### src/rtl/ceyloniac_pkg.sv
// Shared definitions for the Ceyloniac multi-cycle memory interface:
// FSM state encodings, the default access timeout and an alignment helper.
package ceyloniac_pkg;

  localparam logic [1:0] ST_IDLE = 2'd0;
  localparam logic [1:0] ST_BUSY = 2'd1;
  localparam logic [1:0] ST_DONE = 2'd2;

  localparam int unsigned TIMEOUT_DEFAULT = 15;

  function automatic logic is_word_aligned(input logic [31:0] byte_addr);
    return (byte_addr[1:0] == 2'b00);
  endfunction

endpackage

### src/rtl/ceyloniac_mem_interface.sv
// Memory interface between a multi-cycle control unit and a word RAM with a
// ready strobe: IDLE/BUSY/DONE handshake, alignment check and access timeout.
module ceyloniac_mem_interface
  import ceyloniac_pkg::*;
#(
  parameter int ADDR_W  = 10,
  parameter int TIMEOUT = TIMEOUT_DEFAULT
) (
  input  logic              clk,
  input  logic              reset,
  input  logic              mem_read,
  input  logic              mem_write,
  input  logic              i_or_d,
  input  logic              ir_write,
  input  logic [31:0]       pc,
  input  logic [31:0]       data_addr,
  input  logic [31:0]       write_data,
  input  logic [31:0]       ram_read_data,
  input  logic              ram_ready,
  output logic [ADDR_W-1:0] ram_addr,
  output logic [31:0]       ram_write_data,
  output logic              ram_read_enable,
  output logic              ram_write_enable,
  output logic [31:0]       instr,
  output logic [31:0]       mdr,
  output logic              mem_busy,
  output logic              mem_done,
  output logic              addr_error,
  output logic              bus_error
);

  localparam int CNT_W = $clog2(TIMEOUT + 1);
  localparam logic [CNT_W-1:0] CNT_MAX = CNT_W'(TIMEOUT);

  logic [1:0]        state_q, state_d;
  logic [CNT_W-1:0]  cnt_q, cnt_d;
  logic [ADDR_W-1:0] ram_addr_q, ram_addr_d;
  logic [31:0]       ram_wdata_q, ram_wdata_d;
  logic              rd_en_q, rd_en_d;
  logic              wr_en_q, wr_en_d;
  logic              irw_q, irw_d;
  logic [31:0]       instr_q, instr_d;
  logic [31:0]       mdr_q, mdr_d;
  logic              busy_q, busy_d;
  logic              done_q, done_d;
  logic              addr_err_q, addr_err_d;
  logic              bus_err_q, bus_err_d;

  logic [31:0] req_addr;
  logic        unused_addr_hi;

  assign req_addr       = i_or_d ? data_addr : pc;
  assign unused_addr_hi = ^req_addr[31:ADDR_W+2];

  // NOTE: every _d gets a default before the case so no path can infer a latch.
  always_comb begin
    state_d     = state_q;
    cnt_d       = cnt_q;
    ram_addr_d  = ram_addr_q;
    ram_wdata_d = ram_wdata_q;
    rd_en_d     = rd_en_q;
    wr_en_d     = wr_en_q;
    irw_d       = irw_q;
    instr_d     = instr_q;
    mdr_d       = mdr_q;
    busy_d      = busy_q;
    done_d      = 1'b0;
    addr_err_d  = 1'b0;
    bus_err_d   = 1'b0;

    case (state_q)
      ST_IDLE: begin
        if (mem_read || mem_write) begin
          if (!is_word_aligned(req_addr) || (mem_read && mem_write)) begin
            addr_err_d = 1'b1;
          end else begin
            state_d     = ST_BUSY;
            cnt_d       = '0;
            ram_addr_d  = req_addr[ADDR_W+1:2];
            ram_wdata_d = write_data;
            rd_en_d     = mem_read;
            wr_en_d     = mem_write;
            irw_d       = ir_write;
            busy_d      = 1'b1;
          end
        end
      end

      ST_BUSY: begin
        cnt_d = (cnt_q == CNT_MAX) ? cnt_q : cnt_q + 1'b1;
        // ram_ready is tested first so it wins over a coincident timeout.
        if (ram_ready || (cnt_d == CNT_MAX)) begin
          state_d   = ST_DONE;
          rd_en_d   = 1'b0;
          wr_en_d   = 1'b0;
          busy_d    = 1'b0;
          done_d    = 1'b1;
          bus_err_d = !ram_ready;
          if (ram_ready && rd_en_q) begin
            mdr_d = ram_read_data;
            if (irw_q) instr_d = ram_read_data;
          end
        end
      end

      ST_DONE: state_d = ST_IDLE;

      default: state_d = ST_IDLE;
    endcase
  end

  // NOTE: non-blocking assignments only here, so all flops update together.
  always_ff @(posedge clk or posedge reset) begin
    if (reset) begin
      state_q     <= ST_IDLE;
      cnt_q       <= '0;
      ram_addr_q  <= '0;
      ram_wdata_q <= '0;
      rd_en_q     <= 1'b0;
      wr_en_q     <= 1'b0;
      irw_q       <= 1'b0;
      instr_q     <= '0;
      mdr_q       <= '0;
      busy_q      <= 1'b0;
      done_q      <= 1'b0;
      addr_err_q  <= 1'b0;
      bus_err_q   <= 1'b0;
    end else begin
      state_q     <= state_d;
      cnt_q       <= cnt_d;
      ram_addr_q  <= ram_addr_d;
      ram_wdata_q <= ram_wdata_d;
      rd_en_q     <= rd_en_d;
      wr_en_q     <= wr_en_d;
      irw_q       <= irw_d;
      instr_q     <= instr_d;
      mdr_q       <= mdr_d;
      busy_q      <= busy_d;
      done_q      <= done_d;
      addr_err_q  <= addr_err_d;
      bus_err_q   <= bus_err_d;
    end
  end

  assign ram_addr         = ram_addr_q;
  assign ram_write_data   = ram_wdata_q;
  assign ram_read_enable  = rd_en_q;
  assign ram_write_enable = wr_en_q;
  assign instr            = instr_q;
  assign mdr              = mdr_q;
  assign mem_busy         = busy_q;
  assign mem_done         = done_q;
  assign addr_error       = addr_err_q;
  assign bus_error        = bus_err_q;

endmodule

### config.mk
export PLATFORM = sky130hd
export DESIGN_NAME = ceyloniac_mem_interface
export DESIGN_NICKNAME = d
export VERILOG_FILES = /design/src/rtl/ceyloniac_pkg.sv /design/src/rtl/ceyloniac_mem_interface.sv
export SDC_FILE = /design/constraint.sdc
export NUM_CORES = 1
export LEC_CHECK = 0
export CAP_MARGIN = 30
export CELL_PAD_IN_SITES_DETAIL_PLACEMENT = 2
export CELL_PAD_IN_SITES_GLOBAL_PLACEMENT = 2
export CORE_ASPECT_RATIO = 0.75
export CORE_MARGIN = 2
export CORE_UTILIZATION = 27
export DETAILED_ROUTE_END_ITERATION = 6
export HOLD_SLACK_MARGIN = 0.06
export PLACE_DENSITY = 0.94
export SLEW_MARGIN = 20
export SYNTH_ARGS = -nofsm -noshare
export SYNTH_HDL_FRONTEND = slang
export SYNTH_SLANG_ARGS = --single-unit
### constraint.sdc
create_clock -name clk -period 6.79 [get_ports clk]
set_input_delay 1.358 -clock clk [delete_from_list [all_inputs] [get_ports clk]]
set_output_delay 1.358 -clock clk [all_outputs]
set_load 0.02 [all_outputs]
Yosys cells after proc, flatten, opt, wreduce, memory -nomap -nowiden --
Cells that the tools add are included.
Storage, ports and cells: register bits after elaboration 119, latch bits 0, memory bits (writable) 0, memory bits (read-only) 0, input bits 135, output and inout port bits 112, memories kept 0
Operators by class: add/subtract/negate cells 1, multiply operators 0, div/mod/pow operators 0, magnitude comparators 0, eq/ne operators 6, shift operators 0, muxes and demuxes 26, bitwise logic cells 1, reduce and logical (&&, ||, !) cells 16
Operator list (number):
- $mux 1 | 14
- $mux 12 | 1
- $mux 4 | 3
- $reduce_and 3->1 | 4
- $eq 4x4->1 const B | 2
- $pmux 4 s2 | 1
- $reduce_and 4->1 | 2
- $mux 2 | 3
- $ne 2x2->1 const B | 3
- $pmux 1 s2 | 3
- $add 4x1->4 const B | 1
- $logic_not 2->1 | 2
- $pmux 2 s2 | 1
- $logic_or 1x1->1 | 3
- $eq 2x1->1 const B | 1
- $logic_and 1x1->1 | 2
- $logic_not 1->1 | 2
- $reduce_bool 2->1 | 1
- $not 1->1 | 1

Logic depth before layout (Yosys ltp) --
word-level depth 7, gate-level depth with buffers 5, depth with buffers taken out 5

Worst setup path before layout --
OpenSTA, ideal clock, no wires.
kind input to register, start in i_or_d, end reg irw_q, setup time 0.125 ns, data arrival time 2.350 ns, required time 6.665 ns, slack 4.315 ns, stages 4, buffers on the path 1, cell sequence nor3b_2 > o211ai_4 > buf_6 > mux2_4
Between the ends: word-level cells in the longest chain between the ends 6
Ends and longest elaborated chain:
- start: declaration | line ceyloniac_mem_interface.sv:13 | input logic i_or_d,
- $mux 12 | line ceyloniac_mem_interface.sv:52 | assign req_addr = i_or_d ? data_addr : pc;
- $logic_not 2->1 | line ceyloniac_pkg.sv:12 | return (byte_addr[1:0] == 2'b00);
- $logic_not 1->1 | line ceyloniac_mem_interface.sv:74 | if (!is_word_aligned(req_addr) || (mem_read && mem_write)) begin
- $logic_or 1x1->1 | line ceyloniac_mem_interface.sv:74
- $not 1->1 (no line)
- $reduce_and 3->1 (no line)
- end signal: assignment | line ceyloniac_mem_interface.sv:135 | irw_q <= irw_d;
- end: declaration | line ceyloniac_mem_interface.sv:41 | logic irw_q, irw_d;
No other way between the ends. A chain may end at the register's enable or synchronous reset.

Worst setup path in the final report --
start in i_or_d, end reg ram_wdata_q[27], in the netlist ram_write_data[27]
Between the ends: word-level cells in the longest chain between the ends 6
Ends and longest elaborated chain:
- $mux 12 | line ceyloniac_mem_interface.sv:52
- $logic_not 2->1 | line ceyloniac_pkg.sv:12
- $logic_not 1->1 | line ceyloniac_mem_interface.sv:74
- $logic_or 1x1->1 | line ceyloniac_mem_interface.sv:74
- $not 1->1 (no line)
- $reduce_and 3->1 (no line)
- end signal: assignment | line ceyloniac_mem_interface.sv:132 | ram_wdata_q <= ram_wdata_d;
- end: declaration | line ceyloniac_mem_interface.sv:38 | logic [31:0] ram_wdata_q, ram_wdata_d;
No other way between the ends.

==> results.md <==
- Status: finished, final reports clean
- Hold endpoint: ram_addr[8]
- VDD IR max: 159 uV
- Number of buffers added on ports: 206
- DR vias/cell: 4.38
- CP cell instances: clkdlybuf4s50_1 -> nor3b_2 -> o211ai_4 -> buf_4 -> mux2_2
- Post-synth EDFFs: 0
- Reg2reg start: state_q[1]
- Worst-path maximum fanout: 52
- First-pass GRT wire length: approximately 23 mm
- Leakage power: roughly 3.4 nW
- Initial Utilization: 27.5%
- Final Non-Filler Cells: 788
- DR iter-0 viols: 97
- Max stage delay on crit path: approximately 0.77 ns
- Max-slew headroom: roughly half
- Cells after synthesis: 315
- CP max stage cell: clkdlybuf4s50_1
- Synth warn: 0
- Syn Nets: 451
- Layout cell share with drive strength beyond 1: between 20% and 30%
- Max clock buf depth: 2
- Row count: 42
- Hold path depth: 2
- Netlist cell types: 41
- RSZ-0062 raised after global routing: false
- Setup_tns: 0 ns
- Most common library cells after synthesis: 119 x dfrtp_1, 66 x mux2_2, 28 x mux2_4
- PD cells: 466 nW/um^2
- CP delay by family, top: buffers and inverters
- Via count: 3,452
- DRT antenna net count: 0
- Async S/R FF share, synth: between 90% and 100%
- HPWL after detailed placement: 10.8 mm
- Top-count cell post-synth: dfrtp_1
- Die area: 19,000 sq um
- Die Span Y: about 120 um
- Max Transition Viols Final: 0
- Largest cells by area after synthesis: dfrtp_1 62%, mux2_2 15%, mux2_4 8.7%, mux2i_1 2.1%, o21ai_0 1.2%
- Hold Vio Cnt, Final: 0
- Num ports: 247
- CP required: 7.08 ns
- Crit Reg-Reg Endpoint: mdr[2]
- DIE WIDTH: 158 um
- Gpl congestion: 0.780
- GR Util All Layers: between 10% and 20%
- Synth Register Bits: 119
- Crit path launch type: input port
- CTS HTree Levels: 4
- WP data arrival: ~3.8 ns
- Synthesized cell area: 4820 sq um
- # setup viols final: 0
- WL/cell: 18.8 um
- Post-CTS Hold Buffers: 0
- Flop-to-flop setup slack: 4.86 ns
- HP Start: ram_addr[8]
- Vias in the first global route: 3,936
- Worst setup EP type: flip-flop
- CTS tree: built
- Post-CTS sizing: 0
- CTS root buf: clkbuf_16
- Num CTS Buffers: 17
- Synth top area share: slightly above 60%
- Drt drc: 0
- Largest net degree at the start of global routing: 69
- Final worst clock skew: between 0.007 and 0.008 ns
- Critical path class: in -> reg
- Placed cell count: 754
- Nets: 669
- Tmin final: 3.50 ns
- Max Clk Rate: 285 MHz
- Skew-Pair Late Insertion Delay: approximately 0.41 ns
- Max cap viols: 0
- P&R area growth vs syn: 62.4%
- Initial antenna violation count: 0
- Final period utilization: between 50% and 60%
- Min-Delay Path Class: reg -> reg
- Core region area: 17,600 sq um
- Crit path buf inv count: 2
- Synth area leader: dfrtp_1
- Clock sinks: around 120
- DR pass1 iterations: 4
- Worst reg2reg path depth: 4
- Post-synthesis sequential area ratio: 61.7%
- Antenna cells: 0
- Total setup buffers inserted after CTS: 0
- Gr ovfl total: 0
- CTS clk-pin slew, worst paths: 0.06 ns
- Final Routed Wirelength: 14.8 mm
- Average size of a mapped cell: 15.3 sq um
- Main synth FF type: dfrtp_1
- Worst Max-Slew Pin Slew: 0.729 ns
==> sequential cells by signal (all words and copies together) (netlist names) <==
name and cells:
state_q 2, addr_error 1, ram_addr 10, ram_read_enable 1, mdr 32, ram_write_data 32, mem_busy 1, mem_done 1
cnt_q 4, ram_write_enable 1, irw_q 1, bus_error 1, instr 32
==> worst max-delay path by stage <==
stage | from | endpoint | slack, ns | cells past startpoint
global placement | i_or_d | ram_write_data[26] | 2.94 | 5
finish | i_or_d | ram_write_data[27] | 3.29 | 5
CTS | i_or_d | ram_write_data[27] | 3.27 | 5
floorplan | reset | addr_error | 2.27 | 1
detailed placement | i_or_d | ram_write_data[26] | 2.82 | 5
global route | i_or_d | ram_write_data[29] | 3.16 | 5
==> layer usage <==
metal / share of wire, % / GRT usage, % / routed length (um)
met1: 42 / 19.2 / 6150
met2: 51 / 27.7 / 7620
met3: 5.9 / 4.77 / 868
met4: 1.1 / 5.07 / 163
met5: 0 / 0 / 0
==> power by group <==
part / leakage [nW] / switching, mW / total [mW] / internal (mW)
Clock: 0.309 / 0.326 / 0.985 / 0.659
Sequential: 1.47 / 0.184 / 1.19 / 1.01
Combinational: 1.67 / 0.686 / 1.48 / 0.791
==> layout by cell type, fill, tap and decap left out, types with 2 or more instances in the layout <==
cell / n
dfrtp_1: 119
nand3_1: 6
clkinv_2: 4
buf_4: 3
mux2_1: 3
a21oi_1: 2
bufinv_16: 5
nand2_1: 16
nand2b_1: 2
a221o_1: 2
clkinvlp_4: 3
mux2i_1: 10
clkbuf_16: 17
inv_1: 2
nor2_1: 5
o21ai_0: 12
mux2_2: 66
buf_16: 2
clkdlybuf4s50_1: 206
mux2_4: 28
a21o_1: 2
nor3_1: 5
==> cells by family (layout without fill, tap and decap cells) <==
group	after synthesis	in the layout	share of synthesized area (%)
AO/OA/AOI/OAI	26	26	3.79
multiplexers	107	107	26.9
XOR/XNOR	2	2	0.519
adder cells (fa/ha/maj)	2	2	0.467
AND/OR/NAND/NOR	44	44	4.80
buffers and inverters	15	246	1.82
flip-flops	119	119	61.7
==> worst register-to-register path, delay by kind of cell (launching register included) <==
kind,cells,cell delay [ns]
buffers and inverters,1,0.35
DFF,1,0.42
muxes,1,0.29
and+or+nand+nor,2,0.75
==> area by class of cell <==
type	count	area, sq um
Multi-Input combinational cell	181	1760
Timing Repair Buffer	211	2140
Clock buffer	19	443
Tap cell	242	303
Inverter	3	13.8
Sequential cell	119	2980
Clock inverter	13	201
Fill cell	1731	9710
==> through the flow <==
step                      utilization, %  power (mW)  area [sq um]  hold slack (ns)  setup WS (ns)
final                               44.7        3.65          7840            0.497           3.29
after global routing                44.7        3.84          7840            0.510           3.16
after CTS                           44.3        3.70          7780            0.505           3.27
after detailed placement            40.7        2.69          7140            0.491           2.82
after global placement              40.7        2.60          7140            0.468           2.94
after floorplan                        -        1.89          4820            0.501           2.27
No activity file was read; power rests on OpenSTA's default activity.
==> RTL change, RTL diff (config.mk and constraints unchanged) <==
Change the parameter `ADDR_W` from 10 to 11.
--- a/src/rtl/ceyloniac_mem_interface.sv
+++ b/src/rtl/ceyloniac_mem_interface.sv
@@ -3,7 +3,7 @@
 module ceyloniac_mem_interface
   import ceyloniac_pkg::*;
 #(
-  parameter int ADDR_W  = 10,
+  parameter int ADDR_W  = 11,
   parameter int TIMEOUT = TIMEOUT_DEFAULT
 ) (
   input  logic              clk,
Ports: changed (resized ram_addr); port bits go from 247 to 248. The function was not compared with the original's and may differ.
==> RTL change against the unedited design <==
- via count is 1.9% higher
- power is 3.2% lower
- sequential cell count is 1 higher
- wire length is 3.3% higher
- synthesized area is 2.1% lower
- hold slack worse by 0.017 ns
- setup slack worse by 0.25 ns
- die area is 2.0% lower
- design area is 1.9% lower
- utilization is 0.61 points higher
- register-to-register slack worse by 0.04 ns
- largest power group unchanged
==> RTL change: results (changes against the unedited design) <==
Critical path
  – Largest stage delay, worst path: 0.93 ns (was 0.77 ns)
  – Critical R2R Launch: state_q[0] (was state_q[1])
  – CP arrival: 4.05 ns (was 3.80 ns)
  – CP Max Fanout: 53 (was 52)

Global route
  – Vias in the first global route: 4274 (was 3936)
  – First-pass GRT wire length: 24300 µm (was 23000 µm)
  – GRT Util Overall: 17.4% (was 16.0%)
  – Largest net degree at the start of global routing: 64 (was 69)

Synthesis
  – Commonest cells in the synthesized netlist: 120 x dfrtp_1, 89 x mux2_2, 17 x nand2_1, 13 x o21ai_0, 11 x mux2i_1 (was 119 x dfrtp_1, 66 x mux2_2, 28 x mux2_4, 16 x nand2_1, 12 x o21ai_0)
  – Post-synth net total: 456 (was 451)
  – Post-synthesis sequential area ratio: 63.6% (was 61.7%)
  – Top cells by area, synth: dfrtp_1 64%, mux2_2 21%, mux2i_1 2.3% (was dfrtp_1 62%, mux2_2 15%, mux2_4 8.7%)
  – Post-synth cell types: 38 (was 41)
  – Synth Instances: 320 (was 315)

Hold path
  – Critical hold path startpoint: ram_addr[10] (was ram_addr[8])

Placement
  – HPWL after detailed placement: 11500 µm (was 10800 µm)
  – GPL Wtd Cong: 0.727 (was 0.780)
  – Placed Cells: 756 (was 754)
  – Port-buffer cells: 209 (was 206)

Final layout
  – Share of cells above drive strength 1: 23.7% (was 25.6%)

Route
  – Iteration-0 DRC Markers: 83 (was 97)
  – WL per Instance: 19.4 µm (was 18.8 µm)
  – Vias per cell: 4.46 (was 4.38)
  – Post-Route WL: 15300 µm (was 14800 µm)

Clock tree
  – Number of buffers created by CTS: 17 (unchanged)
  – Max Root-Sink Buffers: 2 (unchanged)

Power
  – Peak supply drop: 179 µV (was 159 µV)
  – Pleak: 3.30 nW (was 3.45 nW)

STA
  – Worst rel slew slack: 44.4% (was 51.4%)
  – Clock Skews: 0.0107 ns (was 0.00751 ns)

Outcome
  – Result of the run: complete, no violations (unchanged)
-- RTL change: cell types whose count changed in the layout (fill, tap and decap cells not counted), moves of 2 or more --
| cell | delta |
|---|---|
| mux2_4 | -28 |
| clkdlybuf4s50_1 | +3 |
| mux2_2 | +23 |
| inv_6 | +2 |
| mux2_1 | +5 |
| clkinv_4 | +3 |
| bufinv_16 | -3 |
-- RTL change: stage by stage --
step | util [%] | hold slack, ns | setup slack, ns | total power [mW] | area [µm²]
4_1_cts | 45.3 | 0.490 | 2.99 | 3.59 | 7690
5_1_grt | 45.3 | 0.519 | 2.80 | 3.71 | 7690
6_report | 45.3 | 0.479 | 3.04 | 3.53 | 7690
2_1_floorplan | - | 0.499 | 2.25 | 1.86 | 4720
3_5_place_dp | 41.8 | 0.476 | 2.57 | 2.67 | 7100
3_3_place_gp | 41.6 | 0.466 | 2.66 | 2.57 | 7070
-- RTL change: worst register-to-register path: cells and delay by family (launching register included) --
family / cells / cell delay (ns)
buffers and inverters: 1 / 0.60
flip-flops: 1 / 0.44
multiplexers: 1 / 0.43
AO/OA/AOI/OAI: 1 / 0.27
AND/OR/NAND/NOR: 1 / 0.12
-- RTL change: final cells by class --
cell class                      instances  area (µm²)
Tap cell                              236         295
Multi-Input combinational cell        184        1650
Timing Repair Buffer                  213        2140
Sequential cell                       120        3000
Clock inverter                         14         148
Inverter                                3        13.8
Clock buffer                           18         439
Fill cell                            1674        9290
-- RTL change: logic make-up after synthesis --
logic type      count (synthesis)  share of synthesized area (%)
xor+xnor                        2                          0.371
fa+ha+maj                       2                          0.477
flops                         120                           63.6
compound gates                 27                           3.68
buf+inv                        16                           1.70
simple gates                   45                           4.74
mux                           108                           25.5
-- RTL change: power breakdown --
group          internal, mW  total [mW]  switching [mW]
clock                 0.552       0.894           0.342
sequential             1.01        1.20           0.187
combinational         0.753        1.44           0.686
-- RTL change: path summary, 6_finish.rpt --
check / to / slack, ns / cells after the start
worst max-delay path: ram_write_data[20] / 3.04 / 5
worst min-delay path: ram_addr[10] / 0.48 / 2
worst max register to register: ram_write_data[20] / 4.82 / 4
worst min register to register: ram_addr[10] / 0.48 / 2
max in group asynchronous: ram_write_data[12] / 4.01 / 3
min in group asynchronous: ram_write_data[6] / 1.45 / 2
-- RTL change: routing by layer --
metal	global-route usage, %	wire, µm
met2	31.4	8230
met3	6.09	864
met4	6.02	329
met5	0	0
met1	18.7	5860
